File: src/rtl/sample_stream_pkg.sv
// sample_stream_pkg
// Shared types and width helpers for the sample stream FIFO.
//   occ_state_e  : occupancy state (EMPTY / PARTIAL / FULL)
//   stat_cnt_t   : 32-bit statistics counter word
//   ptr_width()  : read/write pointer width for a given depth
//   level_width(): occupancy width for a given depth (holds 0..DEPTH)
package sample_stream_pkg;

    typedef enum logic [1:0] {
        OCC_EMPTY   = 2'd0,
        OCC_PARTIAL = 2'd1,
        OCC_FULL    = 2'd2
    } occ_state_e;

    typedef logic [31:0] stat_cnt_t;

    function automatic int ptr_width(input int depth);
        return (depth > 1) ? $clog2(depth) : 1;
    endfunction

    function automatic int level_width(input int depth);
        return $clog2(depth) + 1;
    endfunction

endpackage

File: src/rtl/sample_stream_fifo_mem.sv
// sample_stream_fifo_mem
// DEPTH x DATA_WIDTH register array, one write port, registered read port.
// Ports:
//   clk, reset_n        : clock, synchronous active-low reset (read register only)
//   wr_en/wr_addr/wr_data : write port
//   rd_addr             : address loaded into the read register at the next edge
//   rd_bypass           : load wr_data instead of the array (word written into
//                         the slot that becomes head in the same cycle)
//   rd_data             : registered read data
module sample_stream_fifo_mem
    import sample_stream_pkg::*;
#(
    parameter int DATA_WIDTH = 8,
    parameter int DEPTH      = 4,
    parameter int PTR_W      = ptr_width(DEPTH)
) (
    input  logic                  clk,
    input  logic                  reset_n,
    input  logic                  wr_en,
    input  logic [PTR_W-1:0]      wr_addr,
    input  logic [DATA_WIDTH-1:0] wr_data,
    input  logic [PTR_W-1:0]      rd_addr,
    input  logic                  rd_bypass,
    output logic [DATA_WIDTH-1:0] rd_data
);

    logic [DATA_WIDTH-1:0] mem [DEPTH];

    // Storage is never cleared; only the pointers define what is valid.
    always_ff @(posedge clk) begin
        if (wr_en) begin
            mem[wr_addr] <= wr_data;
        end
    end

    always_ff @(posedge clk) begin
        if (!reset_n) begin
            rd_data <= '0;
        end else if (rd_bypass) begin
            rd_data <= wr_data;
        end else begin
            rd_data <= mem[rd_addr];
        end
    end

endmodule

File: src/rtl/sample_stream_fifo.sv
// sample_stream_fifo
// Ready/valid stream buffer: DEPTH-entry FIFO with level, empty and
// almost_full status, synchronous flush. Optional statistics counters are
// built when SAMPLE_STREAM_FIFO_STATS_EN is defined.
// Ports:
//   clk, reset_n                 : clock, synchronous active-low reset
//   flush                        : clear contents at the next edge
//   stream_in_valid/ready/data   : source side
//   stream_out_valid/ready/data  : sink side, data is the registered head
//   level, almost_full, empty    : registered occupancy status
//   push_count, pop_count, stall_count : statistics (SAMPLE_STREAM_FIFO_STATS_EN only)
module sample_stream_fifo
    import sample_stream_pkg::*;
#(
    parameter int DATA_WIDTH        = 8,
    parameter int DEPTH             = 4,
    parameter int ALMOST_FULL_LEVEL = DEPTH - 1
) (
    input  logic                   clk,
    input  logic                   reset_n,
    input  logic                   flush,
    input  logic                   stream_in_valid,
    output logic                   stream_in_ready,
    input  logic [DATA_WIDTH-1:0]  stream_in_data,
    output logic                   stream_out_valid,
    input  logic                   stream_out_ready,
    output logic [DATA_WIDTH-1:0]  stream_out_data,
    output logic [$clog2(DEPTH):0] level,
    output logic                   almost_full,
`ifdef SAMPLE_STREAM_FIFO_STATS_EN
    output logic                   empty,
    output logic [31:0]            push_count,
    output logic [31:0]            pop_count,
    output logic [31:0]            stall_count
`else
    output logic                   empty
`endif
);

    localparam int PTR_W = ptr_width(DEPTH);
    localparam int LVL_W = level_width(DEPTH);

    occ_state_e       occ_state, occ_state_nxt;
    logic [PTR_W-1:0] wr_ptr, wr_ptr_nxt;
    logic [PTR_W-1:0] rd_ptr, rd_ptr_nxt;
    logic [LVL_W-1:0] level_nxt;
    logic             push, pop;

    // Ready never looks at stream_out_ready: a full buffer stays closed even
    // when the sink pops in the same cycle.
    assign stream_in_ready  = (occ_state != OCC_FULL) && !flush;
    assign stream_out_valid = !empty;
    assign push = stream_in_valid && stream_in_ready;
    assign pop  = stream_out_valid && stream_out_ready && !flush;

    always_comb begin
        wr_ptr_nxt = wr_ptr;
        rd_ptr_nxt = rd_ptr;
        level_nxt  = level;
        if (flush) begin
            wr_ptr_nxt = '0;
            rd_ptr_nxt = '0;
            level_nxt  = '0;
        end else begin
            if (push) wr_ptr_nxt = wr_ptr + PTR_W'(1);
            if (pop)  rd_ptr_nxt = rd_ptr + PTR_W'(1);
            case ({push, pop})
                2'b10:   level_nxt = level + LVL_W'(1);
                2'b01:   level_nxt = level - LVL_W'(1);
                default: level_nxt = level;
            endcase
        end

        if (level_nxt == '0) begin
            occ_state_nxt = OCC_EMPTY;
        end else if (level_nxt == LVL_W'(DEPTH)) begin
            occ_state_nxt = OCC_FULL;
        end else begin
            occ_state_nxt = OCC_PARTIAL;
        end
    end

    always_ff @(posedge clk) begin
        if (!reset_n) begin
            occ_state   <= OCC_EMPTY;
            wr_ptr      <= '0;
            rd_ptr      <= '0;
            level       <= '0;
            empty       <= 1'b1;
            almost_full <= 1'b0;
        end else begin
            occ_state   <= occ_state_nxt;
            wr_ptr      <= wr_ptr_nxt;
            rd_ptr      <= rd_ptr_nxt;
            level       <= level_nxt;
            empty       <= (level_nxt == '0);
            almost_full <= (level_nxt >= LVL_W'(ALMOST_FULL_LEVEL));
        end
    end

    // The read register is loaded with the entry at the next read pointer.
    // A push landing on that same slot can only happen when the buffer is
    // (or becomes) empty, so the incoming word is forwarded to keep the
    // push-to-valid latency at one cycle.
    sample_stream_fifo_mem #(
        .DATA_WIDTH (DATA_WIDTH),
        .DEPTH      (DEPTH),
        .PTR_W      (PTR_W)
    ) u_mem (
        .clk       (clk),
        .reset_n   (reset_n),
        .wr_en     (push && reset_n),
        .wr_addr   (wr_ptr),
        .wr_data   (stream_in_data),
        .rd_addr   (rd_ptr_nxt),
        .rd_bypass (push && (wr_ptr == rd_ptr_nxt)),
        .rd_data   (stream_out_data)
    );

`ifdef SAMPLE_STREAM_FIFO_STATS_EN
    // Counters survive flush and wrap naturally at 2^32.
    always_ff @(posedge clk) begin
        if (!reset_n) begin
            push_count  <= '0;
            pop_count   <= '0;
            stall_count <= '0;
        end else begin
            if (push) push_count <= push_count + 32'd1;
            if (pop)  pop_count  <= pop_count + 32'd1;
            if (stream_in_valid && !stream_in_ready) stall_count <= stall_count + 32'd1;
        end
    end
`endif

endmodule

File: config.mk
export PLATFORM = sky130hd
export DESIGN_NAME = sample_stream_fifo
export DESIGN_NICKNAME = d
export VERILOG_FILES = /design/src/rtl/sample_stream_pkg.sv /design/src/rtl/sample_stream_fifo_mem.sv /design/src/rtl/sample_stream_fifo.sv
export SDC_FILE = /design/constraint.sdc
export NUM_CORES = 1
export LEC_CHECK = 0
export BUFFER_PORTS_ARGS = -buffer_cell sky130_fd_sc_hd__buf_2
export CAP_MARGIN = 10
export CORE_MARGIN = 5
export CORE_UTILIZATION = 60
export DETAILED_ROUTE_END_ITERATION = 7
export PLACE_DENSITY = 0.82
export SLEW_MARGIN = 5
export SYNTH_ARGS = -nofsm -noshare
export SYNTH_HDL_FRONTEND = slang
export SYNTH_SLANG_ARGS = --single-unit
File: constraint.sdc
create_clock -name clk -period 3.85 [get_ports clk]
set_input_delay 0.77 -clock clk [delete_from_list [all_inputs] [get_ports clk]]
set_output_delay 0.77 -clock clk [all_outputs]
set_load 0.01 [all_outputs]
==> run metrics, run 1 <==
number of antenna violations at the first check in global routing 0; worst slew slack as a fraction of its limit 56.7%; type of destination of the critical path flip-flop; FILL cells 250; fraction of post-synthesis cell area in the top cell type by area 45.0%; number of DRC markers in iteration 0 around 100; Max IR drop VDD 0.226 mV; maximum count of clock buffers along a single path 2; TritonCTS clock tree yes; DRT Wirelength 4.03 mm; CTS buffer count 5; number of global-route vias before repair 1399; first-pass GRT wire length 6.61 mm; synth warn 0; final net count 217; DRC errors left 0; Finish-stage setup viols 0; final-report hold violation count 0; instance count of the mapped netlist 170; average detailed-routed wire length per instance 16.4 um; fraction of final layout cells sized beyond drive strength 1 20.1%; Final ANT Viol Nets 0; via total after detailed routing between 1000 and 1500; total buffers and inverters traversed by the critical path 1; Syn Std Cell Area 0.00213 mm^2; synthesized flop and latch total 51; number of placement rows 21; latest clock arrival within the worst-skew pair 0.38 ns; # IOs 28; Die ar. 0.00485 mm^2; required arrival time at the worst endpoint roughly 4.2 ns; Area growth syn-to-layout 9.79%; post-route clock skew 0.0171 ns; total nets after synthesis 189; maximum operating frequency 423 MHz; most common cell in the synthesized netlist sky130_fd_sc_hd__edfxtp_1; core footprint 0.00339 mm^2; antenna diode instance count 0; kind of launch point of the worst setup path input pin; leakage power summed over all cells 0.970 nW; die boundary height about 70 um; leading area contributor after synthesis sky130_fd_sc_hd__edfxtp_1; post-synthesis sequential area ratio between 60% and 70%; time the worst path needs with I/O delays and setup roughly 2.4 ns; share of total power in the clock network 26.0%; via density per instance 5.53; final sum of negative setup slack 0 ns; Post-synth EDFFs 32; transition time at the pin with the least slew margin 0.635 ns; number of max-capacitance violations reported 0; number of sinks on the clock net 51; detailed-router iteration count before antenna repair 4; sequential power share between 60% and 70%; clock-pin slew on the worst setup and hold paths 0.14 ns; final worst path period share 61.4%; category of the critical setup timing path input pin to flip-flop; Post-synth top cells sky130_fd_sc_hd__edfxtp_1 (32), sky130_fd_sc_hd__nand2_1 (27), sky130_fd_sc_hd__dfxtp_1 (19); maximum number of pins on one net before global-route repair 19; cell internal power dissipation 0.000685 W; worst-path maximum fanout 9; path type of the worst min-delay path flip-flop to flip-flop; overflow left after global routing 0; count of input and output buffers 27; hold buffers post-CTS 0; effective utilization at floorplan around 63%; half-perimeter wire length after detailed placement 2.79 mm; combinational share of power 6.9%; combined global-route utilization of all metal layers 17.8%; switching power 0.000200 W; weighted congestion at the end of routability-driven global placement just under 0.9; proportion of synthesized flip-flops having asynchronous set or reset 0%; Total Power Consumption 0.000886 W; cell class contributing the biggest share of worst-path delay adder cells; CTS resizes 0; biggest cell delay along the critical path 0.40 ns; unrepaired setup endpoints after global routing false; cell types with the largest area share after synthesis sky130_fd_sc_hd__edfxtp_1 (45%), sky130_fd_sc_hd__dfxtp_1 (18%), sky130_fd_sc_hd__nand2_1 (4.7%), sky130_fd_sc_hd__mux2i_1 (4.2%), sky130_fd_sc_hd__a32oi_1 (3.3%); syn avg cell area roughly 13 um^2; chain of cells forming the critical path buf_2 -> a21oi_1 -> nand2_1 -> ha_1 -> fa_1 -> xnor2_1 -> nor2_1 -> xnor2_1 -> nor2_1 -> o21a_1; die width 69.6 um; data arrival at the endpoint of the critical path 2.66 ns; post-CTS setup-driven buffer insertion count 0; status finished, final reports clean; proportion of total power due to net switching 22.6%; library cell contributing the largest single delay on the critical path sky130_fd_sc_hd__fa_1; Main synth FF type sky130_fd_sc_hd__edfxtp_1; cell area power density 378 mW/mm^2; final count of pins violating max slew 0; number of H-tree levels 2; count of unique library cells instantiated by Yosys 33; Root Buffer sky130_fd_sc_hd__clkbuf_4
==> sequential cells by signal, indices dropped and copies added, names as in the netlist <==
register / cells
almost_full: 1
empty: 1
level: 3
occ_state: 2
rd_ptr: 2
u_mem.mem: 32
u_mem.rd_data: 8
wr_ptr: 2
==> logic make-up after synthesis <==
family          count (synthesis)  synth area share, %
compound gates                 24                 7.86
fa+ha+maj                       6                 3.87
buf+inv                        13                 2.99
flops                          51                 62.8
mux                            12                 7.03
simple gates                   58                 12.6
xor+xnor                        6                 2.81
==> area by class of cell <==
cell class | count | area (um^2) | share of cell area [%]
clock buffer | 6 | 41.3 | 1.76
clock inverter | 2 | 12.5 | 0.534
inverter | 7 | 26.3 | 1.12
multi-input combinational | 106 | 729 | 31.1
sequential | 51 | 1340 | 57.2
tap | 46 | 57.6 | 2.46
timing repair buffer | 27 | 135 | 5.77
==> worst paths after layout <==
path | from | to | slack, ns | cells past startpoint
max reg2reg | occ_state[0] | occ_state[1] | 1.62 | 10
max | flush | occ_state[1] | 1.49 | 10
min reg2reg | rd_ptr[1] | rd_ptr[1] | 0.57 | 2
min | rd_ptr[1] | rd_ptr[1] | 0.57 | 2
==> routing by layer <==
| metal | vias up | share of wire (%) | wire length (um) | GRT usage [%] |
|---|---|---|---|---|
| li1 | 653 | - | - | - |
| met1 | 650 | 39 | 1570 | 19.1 |
| met2 | 39 | 53 | 2150 | 31.6 |
| met3 | 12 | 5.4 | 218 | 5.36 |
| met4 | 0 | 2.1 | 83 | 8.72 |
| met5 | - | 0 | 0 | 0 |
==> metrics by stage <==
stage               area [um^2]  util [%]  hold WS, ns  cells  worst slack (ns)
finish                     2340      69.1        0.570    245              1.49
global route               2340      69.1        0.603    245              1.31
CTS                        2340      69.1        0.573    245              1.50
detailed placement         2290      67.6        0.538    237              1.08
global placement           2290      67.6        0.533    237              1.21
floorplan                  2130         -        0.498    170              1.12
==> cells in the final DEF (no fill, tap or decap), drive strengths merged, types with 4 or more instances in the layout <==
| cell type | n |
|---|---|
| edfxtp | 32 |
| nand2 | 27 |
| buf | 27 |
| dfxtp | 19 |
| nor2 | 16 |
| mux2i | 11 |
| a21oi | 10 |
| a32oi | 8 |
| inv | 6 |
| xnor2 | 6 |
| clkbuf | 6 |
| ha | 5 |
| and2 | 4 |
==> power groups by stage <==
stage,Combinational (W),Clock [W],Sequential [W]
after floorplan,0.0000330,0,0.000609
after global placement,0.0000583,0,0.000606
after detailed placement,0.0000618,0,0.000606
after CTS,0.0000620,0.000237,0.000594
after global routing,0.0000681,0.000253,0.000595
final,0.0000613,0.000230,0.000594
==> worst reg2reg max path, stage by stage (launching register included) <==
cell and delay, ns:
sky130_fd_sc_hd__dfxtp_1 0.34, sky130_fd_sc_hd__inv_1 0.06, sky130_fd_sc_hd__a21oi_1 0.23, sky130_fd_sc_hd__nand2_1 0.16, sky130_fd_sc_hd__ha_1 0.27, sky130_fd_sc_hd__fa_1 0.40
sky130_fd_sc_hd__xnor2_1 0.17, sky130_fd_sc_hd__nor2_1 0.07, sky130_fd_sc_hd__xnor2_1 0.24, sky130_fd_sc_hd__nor2_1 0.09, sky130_fd_sc_hd__o21a_1 0.12
No activity file was read; power rests on OpenSTA's default activity.
==> run 2: changes to the inputs <==
Settings changed: ABC_AREA set to 1, CORE_UTILIZATION 60 to 57, PLACE_DENSITY 0.82 to 0.78.
Clock period 3.85 ns to 2.3 ns, I/O delays scaled along.
==> run 2 against run 1 <==
Compared with the run above: power grew 87%; combinational power rose by 140%; via count is 21% higher; cell count increased by 35%; synthesized cell count increased by 42%; sequential share of layout area down 6.1 points; register-to-register slack lost 1.3 ns; area after synthesis is 8.6% higher; clock power is 120% higher; utilization down 3.1 points; largest cell class unchanged; critical endpoint is now almost_full.
==> run metrics, run 2 <==
status finished, final reports clean; final-report hold violation count 0; time the worst path needs with I/O delays and setup 1.93 ns; number of sinks on the clock net 51; library cell contributing the largest single delay on the critical path sky130_fd_sc_hd__fa_1; maximum number of pins on one net before global-route repair 20; via total after detailed routing 1637; DRC errors left 0; Reg2Reg Setup Slack around 0.37 ns; synthesized flop and latch total 51; proportion of synthesized flip-flops having asynchronous set or reset 0%; latest clock arrival within the worst-skew pair a little over 0.3 ns; syn avg cell area 9.58 um^2; kind of launch point of the worst setup path flip-flop; final count of pins violating max slew 0; count of unique library cells instantiated by Yosys 29; total instance count after detailed placement between 300 and 400; Largest Register u_mem.mem; Post-synth EDFFs 32; number of max-capacitance violations reported 0; Root Buffer sky130_fd_sc_hd__clkbuf_8; flip-flop count of the largest register, all copies and words added 32; min-delay src stream_in_data[7]; TritonCTS clock tree yes; effective utilization at floorplan 58.4%; number of antenna violations at the first check in global routing 0; final net count 298; CTS resizes 0; combined global-route utilization of all metal layers 18.3%; Hold Crit Endpoint u_mem.mem[1][7]; category of the critical setup timing path flip-flop to flip-flop; total buffers and inverters traversed by the critical path 1; biggest cell delay along the critical path ~0.40 ns; clock-pin slew on the worst setup and hold paths 0.10 ns; unrepaired setup endpoints after global routing false; Worst R2R Start occ_state[0]; maximum count of clock buffers along a single path 2; required arrival time at the worst endpoint 2.51 ns; fraction of post-synthesis cell area in the top cell type by area 41.4%; leading cell type in the layout, fill and taps excluded sky130_fd_sc_hd__nand2_1; logic depth of the worst path, buffers included 11; post-synthesis sequential area ratio between 50% and 60%; antenna diode instance count 0; Syn Std Cell Area 0.00232 mm^2; overflow left after global routing 0; post-CTS setup-driven buffer insertion count 0; Die ar. 0.00544 mm^2; Area growth syn-to-layout 13.1%; final std cells w/o fill 330; largest registers u_mem.mem (32), u_mem.rd_data (8), level (3); average detailed-routed wire length per instance between 10 and 15 um; CTS buffer count 5; # IOs 28; cell class contributing the biggest share of worst-path delay simple AND/OR/NAND/NOR gates; worst reg-to-reg path cell count 11; final sum of negative setup slack 0 ns; worst-path maximum fanout 3; leakage power summed over all cells 1.21 nW; die boundary height roughly 74 um; weighted congestion at the end of routability-driven global placement around 0.80; via density per instance 4.96; number of DRC markers in iteration 0 94; Critical R2R Capture almost_full; maximum operating frequency 518 MHz; core footprint 0.00397 mm^2; chain of cells forming the critical path inv_1 -> nand2_1 -> nand3_4 -> ha_1 -> fa_1 -> nor2_1 -> nor2_1 -> and3_1 -> nor3_1 -> nand2_1 -> o31ai_1; transition time at the pin with the least slew margin 0.479 ns; Main synth FF type sky130_fd_sc_hd__edfxtp_1; data arrival at the endpoint of the critical path 2.14 ns; synth warn 0; Max IR drop VDD 0.397 mV; path type of the worst min-delay path input pin to flip-flop; highest-count cells in the layout ignoring fill and taps sky130_fd_sc_hd__nand2_1 (67), sky130_fd_sc_hd__inv_1 (32), sky130_fd_sc_hd__edfxtp_1 (32), sky130_fd_sc_hd__nor2_1 (29), sky130_fd_sc_hd__buf_2 (27); instance count of the mapped netlist 242; leading area contributor after synthesis sky130_fd_sc_hd__edfxtp_1; Final ANT Viol Nets 0; Finish-stage setup viols 0; worst slew slack as a fraction of its limit around two thirds; number of H-tree levels 2; post-route clock skew 0.0107 ns; cell types with the largest area share after synthesis sky130_fd_sc_hd__edfxtp_1 (41%), sky130_fd_sc_hd__dfxtp_1 (16%), sky130_fd_sc_hd__nand2_1 (11%), sky130_fd_sc_hd__inv_1 (5.2%), sky130_fd_sc_hd__nor2_1 (4.7%); half-perimeter wire length after detailed placement 3.06 mm; DRT Wirelength around 4.4 mm; type of destination of the critical path flip-flop; fraction of final layout cells sized beyond drive strength 1 20.7%; final worst path period share 84.0%; number of global-route vias before repair 1596; first-pass GRT wire length 7.29 mm; count of input and output buffers 27; die width 73.8 um; detailed-router iteration count before antenna repair 4; hold depth 1; number of placement rows 23; total nets after synthesis about 260; most common cell in the synthesized netlist sky130_fd_sc_hd__nand2_1; cell area power density about 630 mW/mm^2; hold buffers post-CTS 0; Post-synth top cells sky130_fd_sc_hd__nand2_1 (67), sky130_fd_sc_hd__edfxtp_1 (32), sky130_fd_sc_hd__inv_1 (32)
[run 2: changes by cell type after synthesis, moves of 7 or more]
cell,change
sky130_fd_sc_hd__a32oi_1,-8
sky130_fd_sc_hd__inv_1,+26
sky130_fd_sc_hd__mux2i_1,-9
sky130_fd_sc_hd__nand2_1,+40
sky130_fd_sc_hd__nand3_1,+9
sky130_fd_sc_hd__nand3b_1,+7
sky130_fd_sc_hd__nor2_1,+13
[run 2: routing by layer]
metal  GRT usage, %  part of all wire (%)  vias up
met4           8.65                   2.0        0
met1           21.4                    42      743
met5              0                     0        -
met2           32.1                    51       41
met3           3.56                   4.8        8
li1               -                     -      845
[run 2: worst max-delay path by stage]
stage / start / endpoint / slack (ns)
after floorplan: flush / almost_full / 0.34
after global placement: flush / almost_full / 0.14
after detailed placement: flush / almost_full / 0.05
after CTS: occ_state[0] / almost_full / 0.34
after global routing: occ_state[0] / almost_full / 0.15
final: occ_state[0] / almost_full / 0.37
[run 2: layout make-up]
class | instances | area (um^2)
Clock buffer | 6 | 72.6
Clock inverter | 2 | 13.8
Fill cell | 349 | 1350
Inverter | 37 | 149
Multi-Input combinational cell | 150 | 795
Sequential cell | 51 | 1340
Tap cell | 50 | 62.6
Timing Repair Buffer | 34 | 188
[run 2: cells by family after synthesis]
kind of cell               after synthesis  share of synthesized area, %
buffers and inverters                   41                          7.88
and+or+nand+nor                        132                          27.8
DFF                                     51                          57.9
AOI/OAI and AO/OA                       12                          2.91
adders and majority gates                6                          3.56
[run 2: per-stage QoR]
step	util, %	setup WS [ns]	hold WS [ns]	cell area [um^2]	power, W
floorplan	-	0.341	0.532	2320	0.00111
global placement	63.8	0.135	0.594	2530	0.00116
detailed placement	63.8	0.0505	0.600	2530	0.00117
CTS	66.0	0.342	0.356	2620	0.00167
global route	66.0	0.147	0.352	2620	0.00172
finish	66.0	0.368	0.365	2620	0.00166
[run 2: report_power, final]
part	internal, W	switching [W]
sequential	0.000991	0.00000781
combinational	0.0000532	0.0000922
clock	0.000215	0.000296
